===== config.mk =====
export PLATFORM = sky130hd
export DESIGN_NAME = iir_biquad_sequencer
export DESIGN_NICKNAME = d
export VERILOG_FILES = /design/src/rtl/iir_biquad_sequencer.sv
export SDC_FILE = /design/constraint.sdc
export NUM_CORES = 1
export LEC_CHECK = 0
export ABC_AREA = 1
export BUFFER_PORTS_ARGS = -buffer_cell sky130_fd_sc_hd__clkbuf_2
export CAP_MARGIN = 15
export CORE_MARGIN = 2
export CORE_UTILIZATION = 40
export CTS_CLUSTER_DIAMETER = 100
export DETAILED_ROUTE_END_ITERATION = 10
export GPL_ROUTABILITY_DRIVEN = 1
export PLACE_DENSITY = 0.58
export SYNTH_ARGS = -nofsm -noshare
export SYNTH_HDL_FRONTEND = slang
export SYNTH_SLANG_ARGS = --single-unit

===== constraint.sdc =====
create_clock -name clk -period 16.78 [get_ports clk]
set_input_delay 1.678 -clock clk [delete_from_list [all_inputs] [get_ports clk]]
set_output_delay 1.678 -clock clk [all_outputs]
set_load 0.05 [all_outputs]

===== src/rtl/iir_biquad_sequencer.sv =====
// Cascade of NSEC biquad sections time-sharing one multiplier (one product per cycle),
// with per-section delay lines, a writable coefficient bank and a valid/ready result port.
module iir_biquad_sequencer #(
    parameter int DW    = 12,
    parameter int CW    = 12,
    parameter int ACCW  = 32,
    parameter int NSEC  = 2,
    parameter int SHIFT = 11
) (
    input  logic          clk,
    input  logic          rst,
    input  logic          in_valid,
    output logic          in_ready,
    input  logic [DW-1:0] in_data,
    output logic          out_valid,
    input  logic          out_ready,
    output logic [DW-1:0] out_data,
    input  logic          coef_we,
    input  logic [5:0]    coef_addr,
    input  logic [CW-1:0] coef_wdata,
    input  logic          clear_state,
    output logic          coef_err,
    output logic          sat_flag,
    output logic          busy,
    output logic [1:0]    dbg_state
);
    // Handshakes: a transfer happens on a rising clk edge where valid and ready are both
    // high; a raised out_valid holds out_data stable until that edge.
    localparam int NCOEF = 5 * NSEC;
    localparam int SW    = (NSEC > 1) ? $clog2(NSEC) : 1;
    localparam int CAW   = $clog2(NCOEF);
    localparam int PW    = DW + CW;
    localparam logic signed [ACCW-1:0] SAT_MAX = ACCW'(2 ** (DW - 1) - 1);
    localparam logic signed [ACCW-1:0] SAT_MIN = ~SAT_MAX;

    typedef enum logic [1:0] {S_IDLE, S_MAC, S_WB, S_DONE} state_t;

    state_t                 r_state;
    logic [SW-1:0]          r_sec;
    logic [2:0]             r_k;
    logic signed [ACCW-1:0] r_acc;
    logic signed [DW-1:0]   r_x;
    logic signed [DW-1:0]   r_x1 [NSEC];
    logic signed [DW-1:0]   r_x2 [NSEC];
    logic signed [DW-1:0]   r_y1 [NSEC];
    logic signed [DW-1:0]   r_y2 [NSEC];
    logic signed [CW-1:0]   r_coef [NCOEF];
    logic                   r_in_ready;
    logic                   r_out_valid;
    logic signed [DW-1:0]   r_out_data;
    logic                   r_coef_err;
    logic                   r_sat_flag;
    logic                   r_busy;

    logic [CAW-1:0]         w_cidx;
    logic signed [CW-1:0]   w_coef;
    logic signed [DW-1:0]   w_opnd;
    logic signed [PW-1:0]   w_prod;
    logic signed [ACCW-1:0] w_prod_ext;
    logic signed [ACCW-1:0] w_shifted;
    logic                   w_sat_hi;
    logic                   w_sat_lo;
    logic signed [DW-1:0]   w_y;
    logic                   w_addr_ok;

    function automatic logic signed [CW-1:0] default_coef(input int k);
        case (k)
            0, 2:    return CW'(30);
            1:       return CW'(40);
            3:       return CW'(707);
            default: return CW'(212);
        endcase
    endfunction

    assign w_cidx = CAW'(int'(r_sec) * 5 + int'(r_k));
    assign w_coef = r_coef[w_cidx];

    always_comb begin
        w_opnd = r_x;
        case (r_k)
            3'd1:    w_opnd = r_x1[r_sec];
            3'd2:    w_opnd = r_x2[r_sec];
            3'd3:    w_opnd = r_y1[r_sec];
            3'd4:    w_opnd = r_y2[r_sec];
            default: w_opnd = r_x;
        endcase
    end

    assign w_prod     = w_coef * w_opnd;
    assign w_prod_ext = {{(ACCW - PW){w_prod[PW-1]}}, w_prod};
    assign w_shifted  = r_acc >>> SHIFT;
    assign w_sat_hi   = w_shifted > SAT_MAX;
    assign w_sat_lo   = w_shifted < SAT_MIN;
    assign w_y        = w_sat_hi ? {1'b0, {(DW - 1){1'b1}}} :
                        w_sat_lo ? {1'b1, {(DW - 1){1'b0}}} : w_shifted[DW-1:0];
    assign w_addr_ok  = coef_addr < 6'(NCOEF);

    always_ff @(posedge clk or posedge rst) begin
        if (rst) begin
            r_state     <= S_IDLE;
            r_sec       <= '0;
            r_k         <= '0;
            r_acc       <= '0;
            r_x         <= '0;
            r_in_ready  <= 1'b1;
            r_out_valid <= 1'b0;
            r_out_data  <= '0;
            r_coef_err  <= 1'b0;
            r_sat_flag  <= 1'b0;
            r_busy      <= 1'b0;
            for (int i = 0; i < NCOEF; i++) r_coef[i] <= default_coef(i % 5);
            for (int s = 0; s < NSEC; s++) begin
                r_x1[s] <= '0;
                r_x2[s] <= '0;
                r_y1[s] <= '0;
                r_y2[s] <= '0;
            end
        end else begin
            r_coef_err <= coef_we && (r_state != S_IDLE || !w_addr_ok);
            case (r_state)
                S_IDLE: begin
                    // The write lands before a coincident sample reaches its first product.
                    if (coef_we && w_addr_ok) r_coef[coef_addr[CAW-1:0]] <= coef_wdata;
                    if (clear_state) begin
                        r_sat_flag <= 1'b0;
                        for (int s = 0; s < NSEC; s++) begin
                            r_x1[s] <= '0;
                            r_x2[s] <= '0;
                            r_y1[s] <= '0;
                            r_y2[s] <= '0;
                        end
                    end else if (in_valid) begin
                        r_x        <= in_data;
                        r_sec      <= '0;
                        r_k        <= '0;
                        r_acc      <= '0;
                        r_in_ready <= 1'b0;
                        r_busy     <= 1'b1;
                        r_state    <= S_MAC;
                    end
                end
                S_MAC: begin
                    if (r_k == 3'd4) begin
                        r_acc   <= r_acc - w_prod_ext;
                        r_state <= S_WB;
                    end else begin
                        r_acc <= r_acc + w_prod_ext;
                        r_k   <= r_k + 3'd1;
                    end
                end
                S_WB: begin
                    r_x2[r_sec] <= r_x1[r_sec];
                    r_x1[r_sec] <= r_x;
                    r_y2[r_sec] <= r_y1[r_sec];
                    r_y1[r_sec] <= w_y;
                    if (w_sat_hi || w_sat_lo) r_sat_flag <= 1'b1;
                    if (r_sec != SW'(NSEC - 1)) begin
                        r_x     <= w_y;
                        r_sec   <= r_sec + 1'b1;
                        r_k     <= '0;
                        r_acc   <= '0;
                        r_state <= S_MAC;
                    end else begin
                        r_out_data <= w_y;
                        r_state    <= S_DONE;
                    end
                end
                S_DONE: begin
                    // First DONE cycle registers out_valid; it then holds until accepted.
                    if (!r_out_valid) begin
                        r_out_valid <= 1'b1;
                    end else if (out_ready) begin
                        r_out_valid <= 1'b0;
                        r_in_ready  <= 1'b1;
                        r_busy      <= 1'b0;
                        r_state     <= S_IDLE;
                    end
                end
                default: r_state <= S_IDLE;
            endcase
        end
    end

    assign in_ready  = r_in_ready;
    assign out_valid = r_out_valid;
    assign out_data  = r_out_data;
    assign coef_err  = r_coef_err;
    assign sat_flag  = r_sat_flag;
    assign busy      = r_busy;
    assign dbg_state = r_state;

endmodule


==> results of run 1 <==
[metrics by stage]
stage / cell area [sq um] / utilization [%]
after floorplan: 21000 / -
after global placement: 21900 / 42.3
after detailed placement: 21900 / 42.4
after CTS: 23000 / 44.6
after global routing: 23100 / 44.7
final: 23100 / 44.7
[worst min-delay path by stage]
| stage | startpoint | endpoint | depth (start not counted) |
|---|---|---|---|
| global route | r_coef[70] | r_coef[70] | 2 |
| CTS | out_data[7] | out_data[7] | 2 |
| finish | out_data[7] | out_data[7] | 2 |
| global placement | out_data[4] | out_data[4] | 2 |
| detailed placement | out_data[7] | out_data[7] | 2 |
| floorplan | r_coef[14] | r_coef[14] | 2 |
[sequential cells by signal, summed over array words and instances (netlist names)]
register   count
dbg_state      2
out_valid      1
r_acc         32
r_x2          24
busy           1
r_sec          1
r_x1          24
r_k            3
r_x           12
sat_flag       1
coef_err       1
r_y2          24
out_data      12
r_y1          24
r_coef       120
in_ready       1
[logic make-up after synthesis]
logic type	Yosys count	share of synthesized area [%]
adder cells (fa/ha/maj)	230	18.7
XOR/XNOR	36	1.61
AO/OA/AOI/OAI	563	15.2
buffers and inverters	566	10.3
multiplexers	12	0.573
flip-flops	283	34.0
AND/OR/NAND/NOR	994	19.6
[worst max-delay path, delay by kind of cell (launching register included)]
family,cells,cell delay [ns]
adder cells (fa/ha/maj),7,3.69
AO/OA/AOI/OAI,7,1.30
AND/OR/NAND/NOR,21,2.68
flip-flops,1,0.35
buffers and inverters,10,2.33
[layout by cell type, fill, tap and decap left out, types with 4 or more instances in the layout]
cell type	count
sky130_fd_sc_hd__clkinv_2	5
sky130_fd_sc_hd__inv_1	451
sky130_fd_sc_hd__nor2_1	147
sky130_fd_sc_hd__a21oi_1	144
sky130_fd_sc_hd__clkbuf_1	9
sky130_fd_sc_hd__xor2_1	29
sky130_fd_sc_hd__a21o_1	4
sky130_fd_sc_hd__o2111ai_1	4
sky130_fd_sc_hd__o31ai_1	8
sky130_fd_sc_hd__a31oi_1	4
sky130_fd_sc_hd__a22oi_1	23
sky130_fd_sc_hd__nand2_1	661
sky130_fd_sc_hd__mux2i_1	12
sky130_fd_sc_hd__nand3_1	118
sky130_fd_sc_hd__fa_1	140
sky130_fd_sc_hd__o21ai_1	5
sky130_fd_sc_hd__clkbuf_16	36
sky130_fd_sc_hd__o21ai_0	264
sky130_fd_sc_hd__nor4_1	6
sky130_fd_sc_hd__inv_2	7
sky130_fd_sc_hd__nor3_1	9
sky130_fd_sc_hd__buf_4	23
sky130_fd_sc_hd__o22ai_1	63
sky130_fd_sc_hd__clkbuf_8	8
sky130_fd_sc_hd__nand3_2	7
sky130_fd_sc_hd__o221ai_1	4
sky130_fd_sc_hd__dfrtp_1	243
sky130_fd_sc_hd__o21a_1	5
sky130_fd_sc_hd__o21bai_1	6
sky130_fd_sc_hd__nor2_2	6
sky130_fd_sc_hd__o211ai_1	7
sky130_fd_sc_hd__clkbuf_2	54
sky130_fd_sc_hd__dfstp_2	39
sky130_fd_sc_hd__a221o_1	7
sky130_fd_sc_hd__nand4_1	20
sky130_fd_sc_hd__clkinv_1	5
sky130_fd_sc_hd__ha_1	89
[synthesized netlist by cell type, types with 3 or more instances]
master / count
sky130_fd_sc_hd__a21o_1: 4
sky130_fd_sc_hd__nor4_1: 6
sky130_fd_sc_hd__a22oi_1: 23
sky130_fd_sc_hd__nor2_1: 148
sky130_fd_sc_hd__clkinv_1: 5
sky130_fd_sc_hd__o21ai_0: 264
sky130_fd_sc_hd__buf_1: 4
sky130_fd_sc_hd__o31ai_1: 8
sky130_fd_sc_hd__nor3_1: 9
sky130_fd_sc_hd__o221ai_1: 4
sky130_fd_sc_hd__o211ai_1: 7
sky130_fd_sc_hd__o2111ai_1: 4
sky130_fd_sc_hd__xor2_1: 29
sky130_fd_sc_hd__xnor2_1: 4
sky130_fd_sc_hd__clkbuf_1: 74
sky130_fd_sc_hd__nor2_2: 5
sky130_fd_sc_hd__nand2_2: 3
sky130_fd_sc_hd__nand3_2: 7
sky130_fd_sc_hd__o22ai_1: 63
sky130_fd_sc_hd__dfrtp_1: 244
sky130_fd_sc_hd__inv_1: 453
sky130_fd_sc_hd__nand3_1: 118
sky130_fd_sc_hd__dfstp_2: 39
sky130_fd_sc_hd__a221o_1: 7
sky130_fd_sc_hd__o21a_1: 5
sky130_fd_sc_hd__o21bai_1: 6
sky130_fd_sc_hd__a21oi_1: 144
sky130_fd_sc_hd__o21ai_1: 5
sky130_fd_sc_hd__a32o_1: 3
sky130_fd_sc_hd__o32ai_2: 3
sky130_fd_sc_hd__ha_1: 90
sky130_fd_sc_hd__nand4_1: 20
sky130_fd_sc_hd__inv_2: 6
sky130_fd_sc_hd__o32ai_1: 3
sky130_fd_sc_hd__a31oi_1: 4
sky130_fd_sc_hd__buf_2: 22
sky130_fd_sc_hd__or2_2: 3
sky130_fd_sc_hd__mux2i_1: 12
sky130_fd_sc_hd__nand2_1: 661
sky130_fd_sc_hd__fa_1: 140
[area by class of cell]
class | count | area, sq um
clock buffers | 53 | 1040
clock inverters | 12 | 114
fillers | 5169 | 28500
inverters | 464 | 1750
multi-input cells | 1835 | 11700
flip-flops and latches | 283 | 7130
well taps | 680 | 851
repair buffers | 80 | 484
[layer usage]
layer | share of wire, % | GRT usage (%) | up-vias
li1 | - | - | 8641
met5 | 0 | 0 | -
met4 | 3.4 | 8.30 | 0
met3 | 5.9 | 3.90 | 108
met1 | 45 | 31.3 | 8741
met2 | 46 | 37.5 | 540
==> results.md, run 1 <==
* CP Launch Point: r_sec
* Die area at 54300 sq um
* Average size of a mapped cell at 7.81 sq um
* RSZ-0062 raised after global routing: no
* Final setup viols at 0
* Setup slack of the worst register-to-register path at between 6 and 7 ns
* Maximum number of pins on one net before global-route repair at 140
* Row count at 83
* Vias after detailed routing at 18000
* Leading register cell type out of synthesis: sky130_fd_sc_hd__dfrtp_1
* Cell Area, Synth at 21000 sq um
* Endpoint of the worst setup timing path: r_acc[31]
* Critical Path Sink Type: register
* Drt first-iter violations at 1581
* Number of vias per cell at 5.29
* Capturing point of the worst reg2reg path: r_acc[31]
* Clock transition at the registers of the reported paths at 0.06 ns
* Number of buffers created by CTS at 36
* Pre-CTS setup slack at between 6 and 7 ns
* H-Tree Depth at 2
* Clock tree from TritonCTS: done
* Delay of the slowest cell on the worst path at 0.74 ns
* DRT Wirelength at 60.7 mm
* Number of gates resized after cts at 0
* Class of the worst hold path: register to register
* Final weighted congestion in routability-driven placement at between 0.9 and 1
* Share of Yosys cell area claimed by the top area cell type at between 20% and 30%
* Post-Route Setup TNS at 0 ns
* Buffers on Ports at 54
* Yosys reg bits at approximately 280
* Minimum setup slack in the final design at 6.23 ns
* Cell type with the highest aggregate area in the netlist: sky130_fd_sc_hd__dfrtp_1
* Hold Vio Cnt, Final at 0
* FF-to-FF Start: r_sec
* DRC errors left at 0
* Period minus WS final at 10.55 ns
* Post-synthesis net count at between 2000 and 3000
* Detail Route Antenna Nets at 0
* Maximum fanout count along the critical path at 66
* Top Ports at 55
* Wire length of the first global-routing pass at 98.5 mm
* Die outline width at between 200 and 250 um
* Via count of the first global-routing pass at 18100
* Maximum clock frequency at 94.7 MHz
* Core Footprint at 51600 sq um
* Cell repeated most along the worst path: sky130_fd_sc_hd__nand2_1
* Max-slew headroom at 22.1%
* Worst setup skew after layout at between 0.03 and 0.04 ns
* Clk Latency, worst-skew pair at 0.55 ns
* Number of enable-type register cells in the synthesized netlist at 0
* First drt pass iteration count at 6
* Layout area overhead at 9.98%
* Signal arrival time at the worst endpoint at about 11 ns
* Maximum capacitance violations at 0
* Slowest-stage cell, CP: sky130_fd_sc_hd__clkinv_1
* Grt total ovfl at 0
* Measured slew at the worst slew-check pin at 1.17 ns
* Nets@finish at between 2000 and 3000
* Distinct cell type count of the synthesized netlist at about 60
* Leading post-synthesis cells by cell area: sky130_fd_sc_hd__dfrtp_1, sky130_fd_sc_hd__fa_1, sky130_fd_sc_hd__nand2_1
* Slew Viols, Final at 0
* Number of antenna violations at the first check in global routing at 0
* All-layer global routing usage at 23.2%
* Die Y at 233 um
* Critical Path Source Type: register
* Number of placed instances with taps included at 3339
* Sequential fraction of the synthesis area at 34.0%
* CTS Sinks at 283
* Clk buf depth at 3
* Share of synthesized registers carrying an async set or reset at 100%
* Count of hold buffers inserted by post-cts repair at 0
* FF-to-FF path depth at 45
* Antenna diode instance count at 0
* Setup fix buffers added after clock tree synthesis at 0
* WHS at 0.480 ns
* Final Non-Filler Cells at 3407
* Path type of the worst setup path: register to register
* Root Buffer: sky130_fd_sc_hd__clkbuf_16
* Result of the run: finished clean
* Post-Synthesis Cells at 2684
* Average routed wire per standard cell at 17.8 um
* Yosys warnings at 0
* Share of post-route cells with drive strength above 1 at 8.14%
* Final period utilization at 62.9%
* Required time of the critical path at 17.22 ns
* Starting utilization of the core area at 40.6%
* Final HPWL DP at 43.7 mm
Power of run 1 is left out: the tool's default activity adds up to more than one toggle a clock period on the data nets, which glitch-free logic cannot reach.
==> inputs of run 2 (changes only) <==
- PLACE_DENSITY: 0.58 -> 0.6
- clock period: 16.78 -> 8.5 ns (I/O delays scaled with it)
==> run 2 against run 1 <==
Clock skew shrank 0.0076 ns. Flip-flop and latch count stayed put. Setup slack got worse by 5.9 ns. Critical path depth is 3 higher. Register-to-register slack got worse by 5.9 ns. First-iteration DRC count shrank 11%. Via count is 7.3% higher. Cell count grew 8.2%. Critical path type unchanged. Largest cell class unchanged.
==> results.md, run 2 (synthesis results as in run 1) <==
* Result of the run: finished clean
* Maximum fanout count along the critical path at 11 (-83%)
* Grt total ovfl at 0 (unchanged)
* Worst setup skew after layout at 0.0251 ns (-0.00759 ns)
* Post-place instance area at 23700 sq um (+8.4%)
* Cell repeated most along the worst path: sky130_fd_sc_hd__nand2_1
* Root Buffer: sky130_fd_sc_hd__clkbuf_16
* Core Footprint at 51600 sq um (unchanged)
* Buffers on Ports at 54 (unchanged)
* DRT Wirelength at 65.3 mm (+7.5%)
* Period minus WS final at 8.21 ns (-2.35 ns)
* Detail Route Antenna Nets at 0 (unchanged)
* First drt pass iteration count at 5 (-1)
* Number of vias per cell at 5.25 (-0.79%)
* Max-slew headroom at 28.9% (+6.7 points)
* Drt first-iter violations at 1412 (-11%)
* CTS Sinks at 283 (unchanged)
* Top Ports at 55 (unchanged)
* Number of fill cells at 4838 (-6.4%)
* Clk buf depth at 3 (unchanged)
* Slew Viols, Final at 0 (unchanged)
* H-Tree Depth at 2 (unchanged)
* Starting utilization of the core area at 40.6% (unchanged)
* Critical Path Source Type: register
* Clk Latency, worst-skew pair at 0.55 ns (about the same)
* Delay of the slowest cell on the worst path at 0.58 ns (-0.16 ns)
* Share of post-route cells with drive strength above 1 at 25.1% (+17 points)
* Signal arrival time at the worst endpoint at 8.70 ns (-2.30 ns)
* Final weighted congestion in routability-driven placement at 0.891 (-5.8%)
* Die Y at 233 um (unchanged)
* All-layer global routing usage at 24.0% (+0.75 points)
* Maximum clock frequency at 122 MHz (+29%)
* Path type of the worst setup path: register to register
* Slowest-stage cell, CP: sky130_fd_sc_hd__fa_1
* Nets@finish at 3247 (+9.5%)
* Number of buffers created by CTS at 34 (-5.6%)
* Clock transition at the registers of the reported paths at 0.06 ns (about the same)
* Critical Path Sink Type: register
* Most frequent standard cell in the layout excluding fill and tap cells: sky130_fd_sc_hd__nand2_1
* Via count of the first global-routing pass at 19300 (+6.7%)
* Maximum number of pins on one net before global-route repair at 170 (+21%)
* Average routed wire per standard cell at 17.7 um (-0.57%)
* Post-Route Utilization at 52.0% (+7.3 points)
* Final HPWL DP at 46.4 mm (+6.2%)
* Largest reg by FF count: r_coef
* Registers with the most flip-flops: r_coef x120, r_acc x32
* Final non-filler cell area at 26800 sq um (+16%)
* Vias after detailed routing at 19300 (+7.3%)
* Wire length of the first global-routing pass at 103 mm (+4.3%)
* Required time of the critical path at 8.99 ns (-8.23 ns)
* Hold Vio Cnt, Final at 0 (unchanged)
* Die outline width at 233 um (unchanged)
* Class of the worst hold path: input port to async pin
* Row count at 83 (unchanged)
* Clock tree from TritonCTS: done
* Antenna diode instance count at 0 (unchanged)
* RSZ-0062 raised after global routing: yes
* Commonest cells after routing, fill and taps aside: sky130_fd_sc_hd__nand2_1, sky130_fd_sc_hd__inv_1, sky130_fd_sc_hd__buf_4
* DRC errors left at 0 (unchanged)
* Count of hold buffers inserted by post-cts repair at 0 (unchanged)
* Layout area overhead at 28.0%
* Max FFs per register at 120 (unchanged)
* Final period utilization at 96.6% (+34 points)
* Die area at 54300 sq um (unchanged)
* Final setup viols at 0 (unchanged)
* FF-to-FF Start: r_sec
* Number of antenna violations at the first check in global routing at 0 (unchanged)
* CP Launch Point: r_sec
* Maximum capacitance violations at 0 (unchanged)
* Measured slew at the worst slew-check pin at 1.06 ns (-0.104 ns)
-- run 2: cell type report --
cell class | count | area [sq um] | share of cell area (%)
flip-flops and latches | 283 | 7130 | 26.6
clock buffers | 54 | 1010 | 3.75
repair inverters | 1 | 7.51 | 0.0280
repair buffers | 362 | 3040 | 11.3
inverters | 464 | 1800 | 6.69
clock inverters | 6 | 56.3 | 0.210
multi-input cells | 1835 | 13000 | 48.3
well taps | 680 | 851 | 3.17
-- run 2: stage by stage --
stage	hold slack (ns)	TNS [ns]	setup WS, ns	cells
3_5_place_dp	0.467	-1.22	-0.239	3558
2_1_floorplan	0.452	0	0.468	2684
5_1_grt	0.238	-0.263	-0.0710	3685
3_3_place_gp	0.466	-0.617	-0.165	3558
6_report	0.239	0	0.292	3685
4_1_cts	0.482	0	0.000600	3621
-- run 2: worst paths after layout --
path / slack [ns] / end / depth (start not counted)
setup / recovery: 0.29 / r_acc[29] / 48
hold reg to reg: 0.48 / out_data[4] / 2
hold / removal: 0.24 / r_coef[53] / 2
max in group asynchronous: 6.96 / r_k[2] / 3
setup reg to reg: 0.29 / r_acc[29] / 48
min in group clk: 0.48 / out_data[4] / 2
-- run 2: what timing repair did --
action,in CTS,in global routing
resized for setup,33,370
cloned,2,4
buffers inserted,1,58
setup endpoints to repair,13,20
pin swaps,3,184
-- run 2: metal layers --
layer	global-route usage (%)	vias to the layer above	share of wire, %
met4	5.49	0	2.0
met2	40.8	537	48
li1	-	9192	-
met1	32.3	9540	44
met3	3.31	79	5.6
met5	0	-	0
-- run 2: critical path: cells and delay by family (launching register included) --
family / cells / cell delay, ns
AO/OA/AOI/OAI: 11 / 1.59
buffers and inverters: 10 / 0.96
adder cells (fa/ha/maj): 9 / 3.53
flip-flops: 1 / 0.45
AND/OR/NAND/NOR: 18 / 1.60
Power of run 2 is left out for the same reason.
==> inputs of run 3 (changes only) <==
- MAX_ROUTING_LAYER: default -> met4
==> run 3 against run 2 <==
Register-to-register slack got worse by 0.02 ns. First-iteration DRC count increased by 16%. Clock skew decreased by 0.00051 ns. Hold slack got worse by 0.025 ns. Die area unchanged. Critical path type unchanged. Highest routed layer unchanged.
==> results.md, run 3 (synthesis results as in run 1) <==
* Result of the run: finished clean
* Slowest-stage cell, CP: sky130_fd_sc_hd__fa_1
* Average routed wire per standard cell at 17.7 um (about the same)
* Final weighted congestion in routability-driven placement at 0.948 (+6.4%)
* Number of vias per cell at 5.26 (+0.17%)
* Maximum fanout count along the critical path at 7 (-4)
* Final HPWL DP at 46.9 mm (+1.2%)
* Critical Path Sink Type: register
* Row count at 83 (unchanged)
* Layout area overhead at 27.2%
* Nets@finish at 3231 (-0.49%)
* Final setup viols at 0 (unchanged)
* Grt total ovfl at 0 (unchanged)
* Die Y at 233 um (unchanged)
* Final Non-Filler Cells at 3672 (-0.35%)
* Starting utilization of the core area at 40.6% (unchanged)
* Clock tree from TritonCTS: done
* Commonest cells after routing, fill and taps aside: sky130_fd_sc_hd__nand2_1, sky130_fd_sc_hd__inv_1, sky130_fd_sc_hd__buf_4
* WHS at 0.213 ns (-0.0253 ns)
* Worst setup skew after layout at 0.0246 ns (-0.000508 ns)
* Maximum capacitance violations at 0 (unchanged)
* Detail Route Antenna Nets at 0 (unchanged)
* Wire length of the first global-routing pass at 103 mm (+0.49%)
* Die outline width at 233 um (unchanged)
* Period minus WS final at 8.23 ns (+0.0190 ns)
* Slew Viols, Final at 0 (unchanged)
* Critical Path Source Type: register
* H-Tree Depth at 2 (unchanged)
* Number of antenna violations at the first check in global routing at 0 (unchanged)
* DRT Wirelength at 65.1 mm (-0.32%)
* Number of fill cells at 4843 (+0.10%)
* Maximum clock frequency at 122 MHz (-0.23%)
* Clock transition at the registers of the reported paths at 0.06 ns (about the same)
* First drt pass iteration count at 6 (+1)
* Share of post-route cells with drive strength above 1 at 24.5% (-0.66 points)
* Largest reg by FF count: r_coef
* DRC errors left at 0 (unchanged)
* Max FFs per register at 120 (unchanged)
* Drt first-iter violations at 1643 (+16%)
* Registers with the most flip-flops: r_coef x120, r_acc x32
* FF-to-FF Start: r_sec
* Delay of the slowest cell on the worst path at 0.53 ns (-0.05 ns)
* Number of buffers created by CTS at 35 (+2.9%)
* Endpoint of the worst setup timing path: r_acc[29]
* Clk buf depth at 3 (unchanged)
* Required time of the critical path at 8.94 ns (-0.05 ns)
* CTS Sinks at 283 (unchanged)
* Vias after detailed routing at 19300 (-0.18%)
* FF-to-FF path depth at 43 (-10%)
* Via count of the first global-routing pass at 19300 (-0.057%)
* Hold Vio Cnt, Final at 0 (unchanged)
* Buffers on Ports at 54 (unchanged)
* Final period utilization at 96.8% (+0.22 points)
* Number of placed instances with taps included at 3565 (+0.20%)
* All-layer global routing usage at 24.9% (+0.90 points)
* Post-Route Utilization at 51.7% (-0.32 points)
* Class of the worst hold path: input port to async pin
* Root Buffer: sky130_fd_sc_hd__clkbuf_16
* Die area at 54300 sq um (unchanged)
* Maximum number of pins on one net before global-route repair at 80 (-53%)
* Clk Latency, worst-skew pair at 0.56 ns (about the same)
* Signal arrival time at the worst endpoint at 8.67 ns (-0.03 ns)
* Top Ports at 55 (unchanged)
* Most frequent standard cell in the layout excluding fill and tap cells: sky130_fd_sc_hd__nand2_1
* RSZ-0062 raised after global routing: yes
* Core Footprint at 51600 sq um (unchanged)
* Setup slack of the worst register-to-register path at 0.27 ns (-0.02 ns)
* Capturing point of the worst reg2reg path: r_acc[29]
* CP Launch Point: r_sec
* Path type of the worst setup path: register to register
* Cell repeated most along the worst path: sky130_fd_sc_hd__nand2_1
* Measured slew at the worst slew-check pin at 1.14 ns (+0.0711 ns)
* Max-slew headroom at 24.1% (-4.8 points)
* Antenna diode instance count at 0 (unchanged)
run 3: changes by cell type in the layout (fill, tap and decap cells not counted), sizes merged:
cell / previous run / this run
buf: 304 / 290
clkbuf: 111 / 105
bufinv: 0 / 3
inv: 457 / 460
bufbuf: 1 / 0
clkinv: 8 / 9
clkinvlp: 6 / 7
run 3: area by class of cell:
class                           instances  area [sq um]  share of cell area [%]
Clock inverter                         15           180                   0.675
Multi-Input combinational cell       1835         12900                    48.3
Sequential cell                       283          7140                    26.7
Clock buffer                           49          1050                    3.93
Inverter                              464          1780                    6.65
Timing Repair Buffer                  346          2810                    10.5
Tap cell                              680           851                    3.19
run 3: critical path: cells and delay by family, from the launching register on:
family                     cells  cell delay [ns]
adders and majority gates      8             3.42
and+or+nand+nor               14             1.18
DFF                            1             0.44
xor gates and xnor gates       3             0.73
buffers and inverters         11             1.39
AOI/OAI and AO/OA              7             0.94
run 3: routing by layer:
metal	GRT usage, %	routed length (um)
met5	-	0
met4	6.33	1500
met3	2.95	3710
met2	40.4	31100
met1	33.0	28800
run 3: what timing repair did:
action,CTS,global route
resized for setup,33,303
hold buffers,0,0
cloned,0,2
endpoints found under the setup margin,8,19
setup buffers,2,40
pin swaps,8,130
run 3: worst min path at each step:
stage	start	end	cells past startpoint	slack, ns
finish	rst	out_data[3]	2	0.21
floorplan	r_coef[14]	r_coef[14]	2	0.45
global route	rst	out_data[3]	2	0.22
detailed placement	out_data[2]	out_data[2]	2	0.47
global placement	r_coef[40]	r_coef[40]	2	0.47
CTS	rst	out_data[3]	2	0.20
run 3: through the flow:
step / instance area [sq um] / TNS, ns / worst slack, ns
6_report: 26700 / 0 / 0.273
5_1_grt: 26700 / -0.604 / -0.120
4_1_cts: 25100 / 0 / 0.000576
3_5_place_dp: 23800 / -0.713 / -0.216
3_3_place_gp: 23800 / -0.509 / -0.210
2_1_floorplan: 21000 / 0 / 0.468
Power of run 3 is left out for the same reason.
